`src/rtl/spart_tx_framer_if.sv`:
```
// Handshake bundle between game logic / SPART and the transmit framer.
// The framer takes the slave side; the driver of payload and tbr is master.
interface spart_tx_framer_if;
    logic       wr_en;
    logic [7:0] wr_data;
    logic       full;
    logic       empty;
    logic       start;
    logic [3:0] len;
    logic       busy;
    logic       done;
    logic       send_tx;
    logic [7:0] tx_data;
    logic       tbr;

    modport master (
        output wr_en, wr_data, start, len, tbr,
        input  full, empty, busy, done, send_tx, tx_data
    );

    modport slave (
        input  wr_en, wr_data, start, len, tbr,
        output full, empty, busy, done, send_tx, tx_data
    );
endinterface

```
`src/rtl/spart_tx_framer.sv`:
```
// Packet framer: emits SYNC, LEN, payload, checksum to the SPART
// one byte per transmit-buffer cycle, fed from a small payload FIFO.
module spart_tx_framer #(
    parameter int         DEPTH = 8,
    parameter logic [7:0] SYNC  = 8'hA5
) (
    input logic               clk,
    input logic               rst_n,
    spart_tx_framer_if.slave  bus
);
    localparam int AW = $clog2(DEPTH);

    typedef enum logic [2:0] {
        S_IDLE, S_HDR, S_LEN, S_PAY,
        S_CSUM, S_WAITLO, S_WAITHI
    } state_t;

    state_t state, state_nx, ret_q;

    logic [7:0]  mem [DEPTH];
    logic [AW:0] wptr, rptr, count;
    logic        push, pop, issue, fin;
    logic        full_w, empty_w;
    logic [7:0]  byte_nx, csum, tx_q;
    logic [3:0]  rem_cnt, len_reg;
    logic        send_q, busy_q, done_q;

    assign count   = wptr - rptr;
    assign full_w  = (count == (AW+1)'(DEPTH));
    assign empty_w = (count == '0);
    assign push    = bus.wr_en && (!full_w || pop);

    assign bus.full    = full_w;
    assign bus.empty   = empty_w;
    assign bus.send_tx = send_q;
    assign bus.tx_data = tx_q;
    assign bus.busy    = busy_q;
    assign bus.done    = done_q;

    always_ff @(posedge clk or negedge rst_n) begin
        if (!rst_n) state <= S_IDLE;
        else        state <= state_nx;
    end

    always_comb begin
        state_nx = state;
        unique case (state)
            S_IDLE:
                if (bus.start) state_nx = S_HDR;
            S_HDR, S_LEN, S_PAY, S_CSUM:
                if (issue) state_nx = S_WAITLO;
            S_WAITLO:
                if (!bus.tbr) state_nx = S_WAITHI;
            S_WAITHI:
                if (bus.tbr) begin
                    unique case (ret_q)
                        S_HDR:  state_nx = S_LEN;
                        S_LEN:  state_nx = (len_reg != '0)
                                         ? S_PAY : S_CSUM;
                        S_PAY:  state_nx = (rem_cnt != '0)
                                         ? S_PAY : S_CSUM;
                        default: state_nx = S_IDLE;
                    endcase
                end
            default: state_nx = S_IDLE;
        endcase
    end

    // Byte selection and strobe decision; registered below.
    always_comb begin
        issue   = 1'b0;
        pop     = 1'b0;
        byte_nx = csum;
        unique case (state)
            S_HDR: begin
                issue   = bus.tbr;
                byte_nx = SYNC;
            end
            S_LEN: begin
                issue   = bus.tbr;
                byte_nx = {4'b0, len_reg};
            end
            S_PAY: begin
                issue   = bus.tbr && !empty_w;
                pop     = issue;
                byte_nx = mem[rptr[AW-1:0]];
            end
            S_CSUM: begin
                issue   = bus.tbr;
                byte_nx = csum;
            end
            default: ;
        endcase
    end

    assign fin = (state == S_WAITHI) && bus.tbr
              && (ret_q == S_CSUM);

    always_ff @(posedge clk or negedge rst_n) begin
        if (!rst_n) begin
            send_q  <= 1'b0;
            tx_q    <= '0;
            busy_q  <= 1'b0;
            done_q  <= 1'b0;
            ret_q   <= S_HDR;
            rem_cnt <= '0;
            len_reg <= '0;
            csum    <= '0;
        end else begin
            send_q <= issue;
            done_q <= fin;
            if (issue) begin
                tx_q  <= byte_nx;
                ret_q <= state;
            end
            if (state == S_IDLE && bus.start) begin
                rem_cnt <= bus.len;
                len_reg <= bus.len;
                csum    <= '0;
                busy_q  <= 1'b1;
            end
            if (fin) busy_q <= 1'b0;
            if (issue && (state == S_LEN || state == S_PAY))
                csum <= csum + byte_nx;
            if (pop) rem_cnt <= rem_cnt - 4'd1;
        end
    end

    always_ff @(posedge clk or negedge rst_n) begin
        if (!rst_n) begin
            wptr <= '0;
            rptr <= '0;
        end else begin
            if (push) wptr <= wptr + 1'b1;
            if (pop)  rptr <= rptr + 1'b1;
        end
    end

    always_ff @(posedge clk) begin
        if (push) mem[wptr[AW-1:0]] <= bus.wr_data;
    end
endmodule
```
`src/flat_wrapper.sv`:
```
// flat-port wrapper written by rule: the top's interface ports become plain ports
module spart_tx_framer_flat 
#(
    parameter int         DEPTH = 8,
    parameter logic [7:0] SYNC  = 8'hA5
)
  (clk, rst_n, bus_wr_en, bus_wr_data, bus_start, bus_len, bus_tbr, bus_full, bus_empty, bus_busy, bus_done, bus_send_tx, bus_tx_data);
  spart_tx_framer_if bus_i ();
  input logic clk;
  input logic rst_n;
  input wire logic [$bits(bus_i.wr_en)-1:0] bus_wr_en;
  input wire logic [$bits(bus_i.wr_data)-1:0] bus_wr_data;
  input wire logic [$bits(bus_i.start)-1:0] bus_start;
  input wire logic [$bits(bus_i.len)-1:0] bus_len;
  input wire logic [$bits(bus_i.tbr)-1:0] bus_tbr;
  output wire logic [$bits(bus_i.full)-1:0] bus_full;
  output wire logic [$bits(bus_i.empty)-1:0] bus_empty;
  output wire logic [$bits(bus_i.busy)-1:0] bus_busy;
  output wire logic [$bits(bus_i.done)-1:0] bus_done;
  output wire logic [$bits(bus_i.send_tx)-1:0] bus_send_tx;
  output wire logic [$bits(bus_i.tx_data)-1:0] bus_tx_data;
  assign bus_i.wr_en = bus_wr_en;
  assign bus_i.wr_data = bus_wr_data;
  assign bus_i.start = bus_start;
  assign bus_i.len = bus_len;
  assign bus_i.tbr = bus_tbr;
  assign bus_full = bus_i.full;
  assign bus_empty = bus_i.empty;
  assign bus_busy = bus_i.busy;
  assign bus_done = bus_i.done;
  assign bus_send_tx = bus_i.send_tx;
  assign bus_tx_data = bus_i.tx_data;
  spart_tx_framer #(.DEPTH(DEPTH), .SYNC(SYNC)) u_core (.clk(clk), .rst_n(rst_n), .bus(bus_i));
endmodule
```
`config.mk`:
```
export PLATFORM = sky130hd
export DESIGN_NAME = spart_tx_framer_flat
export DESIGN_NICKNAME = d
export VERILOG_FILES = /design/src/rtl/spart_tx_framer_if.sv /design/src/rtl/spart_tx_framer.sv /design/src/flat_wrapper.sv
export SDC_FILE = /design/constraint.sdc
export NUM_CORES = 1
export LEC_CHECK = 0
export BUFFER_PORTS_ARGS = -buffer_cell sky130_fd_sc_hd__buf_4
export CAP_MARGIN = 30
export CORE_UTILIZATION = 40
export DETAILED_ROUTE_END_ITERATION = 12
export SLEW_MARGIN = 10
export SYNTH_ARGS = -nofsm -noshare
export SYNTH_HDL_FRONTEND = slang
export SYNTH_SLANG_ARGS = --single-unit
```
`constraint.sdc`:
```
create_clock -name clk -period 3.79 [get_ports clk]
set_clock_uncertainty 0.1 [all_clocks]
set_input_delay 0.758 -clock clk [delete_from_list [all_inputs] [get_ports clk]]
set_output_delay 0.758 -clock clk [all_outputs]
set_load 0.03 [all_outputs]
```
==> results of run 1 <==
[through the flow]
| step | total power, mW | area [µm²] | util (%) |
|---|---|---|---|
| 5_1_grt | 4.79 | 5600 | 46.8 |
| 4_1_cts | 4.53 | 5600 | 46.8 |
| 3_5_place_dp | 3.60 | 5310 | 44.4 |
| 6_report | 4.49 | 5600 | 46.8 |
| 3_3_place_gp | 3.57 | 5310 | 44.4 |
| 2_1_floorplan | 3.09 | 4910 | - |
[report_power, final]
part	switching, mW	leakage (nW)	internal [mW]
Combinational	1.03	0.956	0.775
Sequential	0.247	1.10	1.52
Clock	0.437	0.148	0.479
Total	1.71	2.20	2.78
[critical path, stage by stage (launching register included)]
cell	delay, ns
dfrtp_1	0.63
inv_1	0.12
ha_1	0.24
a21oi_1	0.18
a21oi_1	0.16
nor4_4	0.52
buf_4	0.26
[layout by cell type (no fill, tap or decap), types with 4 or more instances in the layout]
| cell | n |
|---|---|
| a211oi_1 | 4 |
| a21oi_1 | 15 |
| and3_1 | 6 |
| buf_4 | 42 |
| clkbuf_16 | 9 |
| dfrtp_1 | 40 |
| edfxtp_1 | 64 |
| ha_1 | 14 |
| inv_1 | 20 |
| mux2_2 | 4 |
| mux2_4 | 5 |
| mux2i_1 | 12 |
| mux4_2 | 11 |
| nand2_1 | 27 |
| nand3_1 | 12 |
| nor2_1 | 16 |
| nor2b_1 | 7 |
| nor3_1 | 5 |
| o21ai_0 | 27 |
| o31ai_1 | 4 |
| xnor2_1 | 9 |
| xor2_1 | 4 |
[routing by layer]
| layer | vias to the layer above | share of wire [%] | GRT usage (%) |
|---|---|---|---|
| met1 | 1449 | 48 | 23.0 |
| met4 | 0 | 1.5 | 4.18 |
| met2 | 56 | 47 | 27.1 |
| li1 | 1451 | - | - |
| met3 | 14 | 3.7 | 4.71 |
| met5 | - | 0 | 0 |
[worst paths after layout]
path | endpoint | cells after the start | slack, ns | from
setup / recovery | bus_empty | 6 | 0.46 | u_core.rptr[1]$_DFFE_PN0N_
hold / removal | u_core.rem_cnt[1]$_DFFE_PN0P_ | 1 | 0.29 | rst_n
setup reg to reg | u_core.csum[6]$_DFFE_PN0P_ | 13 | 0.56 | u_core.rptr[0]$_DFFE_PN0N_
hold reg to reg | u_core.wptr[3]$_DFFE_PN0P_ | 1 | 0.40 | u_core.wptr[3]$_DFFE_PN0P_
max in group asynchronous | u_core.ret_q[0]$_DFFE_PN1P_ | 1 | 2.93 | rst_n
min in group clk | u_core.wptr[3]$_DFFE_PN0P_ | 1 | 0.40 | u_core.wptr[3]$_DFFE_PN0P_
[kinds of logic (layout without fill, tap and decap cells)]
kind of cell | after synthesis | after routing | share of synthesized area [%]
adder cells (fa/ha/maj) | 15 | 15 | 3.98
buffers and inverters | 37 | 79 | 3.59
multiplexers | 32 | 32 | 9.94
flip-flops | 105 | 105 | 60.1
AO/OA/AOI/OAI | 76 | 76 | 10.1
AND/OR/NAND/NOR | 91 | 91 | 9.94
XOR/XNOR | 13 | 13 | 2.32
[cell type report]
type | count | area share, %
sequential | 105 | 52.6
multi-input combinational | 227 | 31.8
timing repair buffer | 42 | 5.63
clock buffer | 10 | 4.27
tap | 147 | 3.28
inverter | 21 | 1.41
clock inverter | 6 | 0.960
==> reports/summary.md, run 1 <==
TritonCTS built the clock tree. The longest clock path from root to sink contains 2 buffers. The commonest register cell after synthesis is edfxtp_1. The run gives 0 as the final setup violation count. The wire-length estimate of the detail-placed layout is 6820 µm. The die is 113 µm tall. The number of flip-flops in the largest register is 64.

The top fanout value on the critical path works out to 13. After layout, the worst setup slack is 0.465 ns. Once the clock tree was built, the resizer swapped 0 gates to a different size. The critical path class was flop to output port. STA puts the critical path data required time at 2.93 ns. Of the synthesized area, sequential elements account for 60.1%.

Entering global routing, the biggest net connects 42 pins. The logs give 0 for the antenna diode instance count and 2.20 nW for the static leakage. The number of pins with negative max-slew slack in the final report is 0, and the final total negative setup slack is 0 ns. Summed over its instances, the top area cell type makes up 39.2% of the synthesized netlist area.

The initial utilization of the core area, before any placement, comes to 41.0%. The category of the worst setup path launch point was a flop. After global routing the overflow that remains totals 0. For the global-route wire length before repair, the log shows 16200 µm. During synthesis, Yosys emitted a total of 0 warnings.

After the first detailed-routing iteration, the DRC count stood at 229. In the post-synthesis netlist, the cell with the most instances is edfxtp_1. Static timing analysis puts the maximum clock frequency at 301 MHz. The tree is rooted in a clkbuf_16. The tools report the level count of the clock H-tree as 3. In this run the worst hold path is classified as input port to asynchronous set/reset pin. The routed wire length per instance was 17.4 µm. The share of the clock period used by the worst path after layout was 87.7%; the number of nets in the layout was 438.

Max-cap violations in this run came to 0. The via-per-instance ratio was 5.32; the register cell area after layout was 2950 µm². Hold is met by 0.289 ns. The number of failing hold endpoints at the final stage came out at 0. For this run, design rule violations remaining after detail routing come to 0.

The mean post-synth cell area was 13.3 µm²; the relative max-transition margin was 51.3%. After synthesis the netlist holds a flip-flop and latch count of 105. Of all flip-flops after synthesis, the portion carrying an async set or reset was 39.0%. Prior to clock tree synthesis, the placed netlist has a worst setup slack of 0.578 ns. The element type at the critical path end was an output port.

Once the clock tree was built, the setup fixing pass inserted 0 buffers. The clock-pin slew reported for the worst setup and hold paths after clock tree synthesis was 0.07 ns. Of the cells placed in the final design, the portion with a size suffix greater than 1 is 21.2%. Across every metal layer, demand over resource in global routing totals 17.0%. For the worst setup path, the data arrival time is 2.47 ns. After floorplanning, the core was sized to cover 12000 µm².

After detailed placement, the design holds a cell count of 542. The run gives 9710 µm as the total detailed-routing wirelength. The clock reaches the later pin of the worst-skew pair after 0.35 ns. Number of hold-repair buffers added at the cts stage: 0.

Relative to the synthesized area, the layout overhead comes to 14.2%. In this run, distinct cell masters in the synthesized netlist total 56. When the netlist entered floorplanning its net count stood at 401. The cell area after synthesis was 4910 µm²; the remaining antenna violation count was 0. The routed design could run at a clock period as short as 3.33 ns. The count of buffers from port buffering was 29; the weighted congestion reported at the end of routability-driven placement was 0.846. Summing all multi-input logic gate instances after layout gives 1780 µm². Summing over every cut layer, the via total after detailed routing is 2970. In this run the power density over the cells is 801 nW/µm². The peak supply drop is 0.310 mV. The number of rows in the core area is 40. The slew at the pin closest to its max-slew limit was 0.731 ns; the number of enable flip-flop cells after synthesis was 64. The die covers 12700 µm². The die span in x was 113 µm. The run gives 0 as the number of antenna violations at the first check in global routing. edfxtp_1 takes more of the synthesized area than any other cell. The count of cells in the finished layout, fillers not included, comes to 558.

The first detailed-routing pass took 4 iterations. The number of global-route vias before repair is 3053. The TritonCTS sink count was 105; the count of pins on the block boundary was 30.

TritonCTS created 9 clock buffers. The number of instances in the synthesized netlist is 369, and the filler cell count in the final layout is 1055. By count the netlist is led by 64 x edfxtp_1, 40 x dfrtp_1, 27 x nand2_1, 27 x o21ai_0, 20 x inv_1.

In the post-synthesis netlist, the biggest area contributors are edfxtp_1 39%, dfrtp_1 20%, mux4_2 5.0%. The run finished with clean final reports. Setup repair after global routing left no endpoint under its margin.
Power figures use the tool's default switching activity.
==> inputs of run 2 (changes only) <==
- CORE_UTILIZATION: 40 -> 45
==> run 2 against run 1 <==
Sequential power about the same. Clock power decreased by 19%. Register-to-register slack got worse by 0.10 ns. Die area decreased by 11%. Total power decreased by 4.2%. Via count increased by 1.5%. Sequential cell count unchanged. Worst setup slack got worse by 0.14 ns. Core utilization increased by 5.7 points. Combinational power decreased by 2%. Critical endpoint unchanged. Largest cell class unchanged. Highest routed layer unchanged.
==> reports/summary.md, run 2 (synthesis gave the netlist of run 1 again) <==
For the core region area, the log shows 10500 µm² (-13%). The logs give 3 (unchanged) for the level count of the clock H-tree and 2.15 nW (-2.5%) for the static leakage. The number of hold-repair buffers added at the cts stage is 0 (unchanged), and the share of power burned in the clock network is 17.2% (-3.2 points). TritonCTS built the clock tree.

The run gives 0.802 (-5.1%) as the weighted congestion reported at the end of routability-driven placement. The share of layout cells above drive strength 1 was 20.3% (-0.82 points); the placed wire-length estimate after detailed placement was 6630 µm (-2.7%). The number of flip-flops in the largest register is 64 (unchanged), and the remaining antenna violation count is 0 (unchanged). The vertical die dimension works out to 106 µm (-5.6%). The library cell used most frequently in the layout, excluding fill and tap cells, is edfxtp_1.

The power share of the sequential group was 41.7% (+2.3 points). The tools report the final-layout worst hold slack as 0.237 ns (-0.0514 ns). The number of cells traversed by the worst register-to-register path was 13 (unchanged); the largest net degree at the start of global routing was 42 (unchanged). The TritonCTS sink count was 105 (unchanged); the final critical path time including I/O delays and setup was 3.46 ns (+0.137 ns). The global-route wire length before repair came out at 15700 µm (-2.8%). The buffer count from post-CTS setup fixing is 0 (unchanged), and the number of DRC violations after detailed-routing iteration 0 is 165 (-28%).

The global-route usage over all layers was 18.8% (+1.8 points). The number of failing hold endpoints at the final stage is 0 (unchanged), and the antenna diode instance count is 0 (unchanged). The tools report the buffer depth of the longest clock path as 2 (unchanged). Via-per-instance ratio: 5.54 (+4.1%). Highest clock rate: 289 MHz (-3.9%).

The growth of design area from synthesis to finish is 12.0%, and the number of rows in the core area is 37 (-7.5%). STA classifies the critical path endpoint as an output port. The library cells used most frequently in the layout, excluding fill and tap cells, are 64 x edfxtp_1, 40 x dfrtp_1, 38 x buf_4. The count of buffers from port buffering is 29 (unchanged). Share of the core filled with cells: 52.5% (+5.7 points). The die span in x works out to 106 µm (-5.6%). The power density of the placed cells works out to 782 nW/µm² (-2.4%).

For the full die area, the log shows 11300 µm² (-11%). The run gives 0 (unchanged) as the number of antenna violations at the first check in global routing. The data arrival time of the worst path is 2.60 ns (+0.13 ns). The logs give 9 (unchanged) for the total CTS buffers and 2910 (-4.7%) for the number of global-route vias before repair. The top fanout value on the critical path was 17 (+4); the relative max-transition margin was 55.3% (+4.0 points). For the overall overflow remaining after global route, the log shows 0 (unchanged).

The total detailed-routing wirelength was 9780 µm (+0.75%); the cell-internal power was 2.62 mW (-5.6%). The max capacitance violation total is 0 (unchanged), and the total number of vias is 3014 (+1.5%). The clock-pin slew reported for the worst setup and hold paths after clock tree synthesis is 0.11 ns (+0.04 ns). Setup repair after global routing left no endpoint under its margin.

For the power dissipated by switching net loads, the log shows 1.68 mW (-1.8%). The routed wire length per instance came out at 18.0 µm (+3.3%). The share of total power consumed by net switching is 39.0% (+0.93 points). The slew at the pin closest to its max-slew limit works out to 0.670 ns (-0.0606 ns). In this run the worst hold path is classified as input port to asynchronous set/reset pin. Number of pins with negative max-slew slack in the final report: 0 (unchanged). The clock latency on the worst-skew pair was 0.38 ns (+0.03 ns). STA classifies the critical path startpoint as a flop. The number of optimization iterations in the first detailed-route pass is 4 (unchanged).

The peak supply drop is 0.349 mV (+12%). The initial standard-cell utilization of the core is 46.9% (+5.9 points). The critical path class is flop to output port.

The logs give 4.30 mW (-4.2%) for the total power and 30 (unchanged) for the count of pins on the block boundary. The run finished with clean final reports. The logs give 2.93 ns (about the same) for the required time of the worst setup path and 41.1% (+1.0 points) for the part of the power in combinational logic.

The share of the clock period used by the worst path after layout is 91.3% (+3.6 points). The tree is rooted in a clkbuf_8. For the number of design rule violations left after detail routing, the log shows 0 (unchanged). The logs give 0 (unchanged) for the post-cts repair resize count and 0 ns (unchanged) for the final total negative setup slack. The number of nets in the layout was 435 (-0.68%); the final setup violation count was 0 (unchanged).
[run 2: cell count changes in the layout (fill, tap and decap cells not counted), sizes merged]
| cell | delta |
|---|---|
| buf | -3 |
| bufinv | +1 |
| clkinvlp | +1 |
| inv | -2 |
[run 2: worst paths after layout]
| path | from | end | slack (ns) |
|---|---|---|---|
| max in group asynchronous | rst_n | u_core.ret_q[0]$_DFFE_PN1P_ | 2.95 |
| max | u_core.rptr[1]$_DFFE_PN0N_ | bus_empty | 0.33 |
| max reg2reg | u_core.rptr[1]$_DFFE_PN0N_ | u_core.csum[6]$_DFFE_PN0P_ | 0.46 |
| min reg2reg | u_core.wptr[3]$_DFFE_PN0P_ | u_core.wptr[3]$_DFFE_PN0P_ | 0.39 |
| min | rst_n | u_core.len_reg[3]$_DFFE_PN0P_ | 0.24 |
| min in group clk | u_core.wptr[3]$_DFFE_PN0P_ | u_core.wptr[3]$_DFFE_PN0P_ | 0.39 |
[run 2: metrics by stage]
step	setup slack, ns	cell area (µm²)	cells
final	0.328	5500	544
after global routing	0.0416	5500	544
after CTS	0.288	5500	544
after detailed placement	0.473	5290	528
after global placement	0.507	5290	528
after floorplan	0.597	4910	369
[run 2: metal layers]
layer / vias to the layer above / part of all wire, % / track usage [%]
met5: - / 0 / 0
met4: 0 / 1.4 / 6.16
met3: 14 / 3.5 / 3.99
met2: 61 / 50 / 30.8
met1: 1497 / 45 / 24.9
li1: 1442 / - / -
[run 2: critical path: stages (launching register included)]
cell,delay [ns]
dfrtp_1,0.79
inv_1,0.13
ha_1,0.33
nand3b_1,0.11
a21oi_1,0.13
nor4_4,0.48
buf_4,0.25
[run 2: power by group through the flow]
stage	Combinational [mW]	Clock (mW)	Sequential, mW
after floorplan	1.32	0	1.77
after global placement	1.76	0	1.81
after detailed placement	1.78	0	1.82
after CTS	1.78	0.757	1.79
after global routing	1.96	0.795	1.84
final	1.76	0.739	1.79
[run 2: final cells by class]
class,count,area [µm²]
Multi-Input combinational cell,227,1780
Clock buffer,10,128
Sequential cell,105,2950
Fill cell,884,4960
Timing Repair Buffer,39,305
Clock inverter,6,85.1
Inverter,21,78.8
Tap cell,136,170
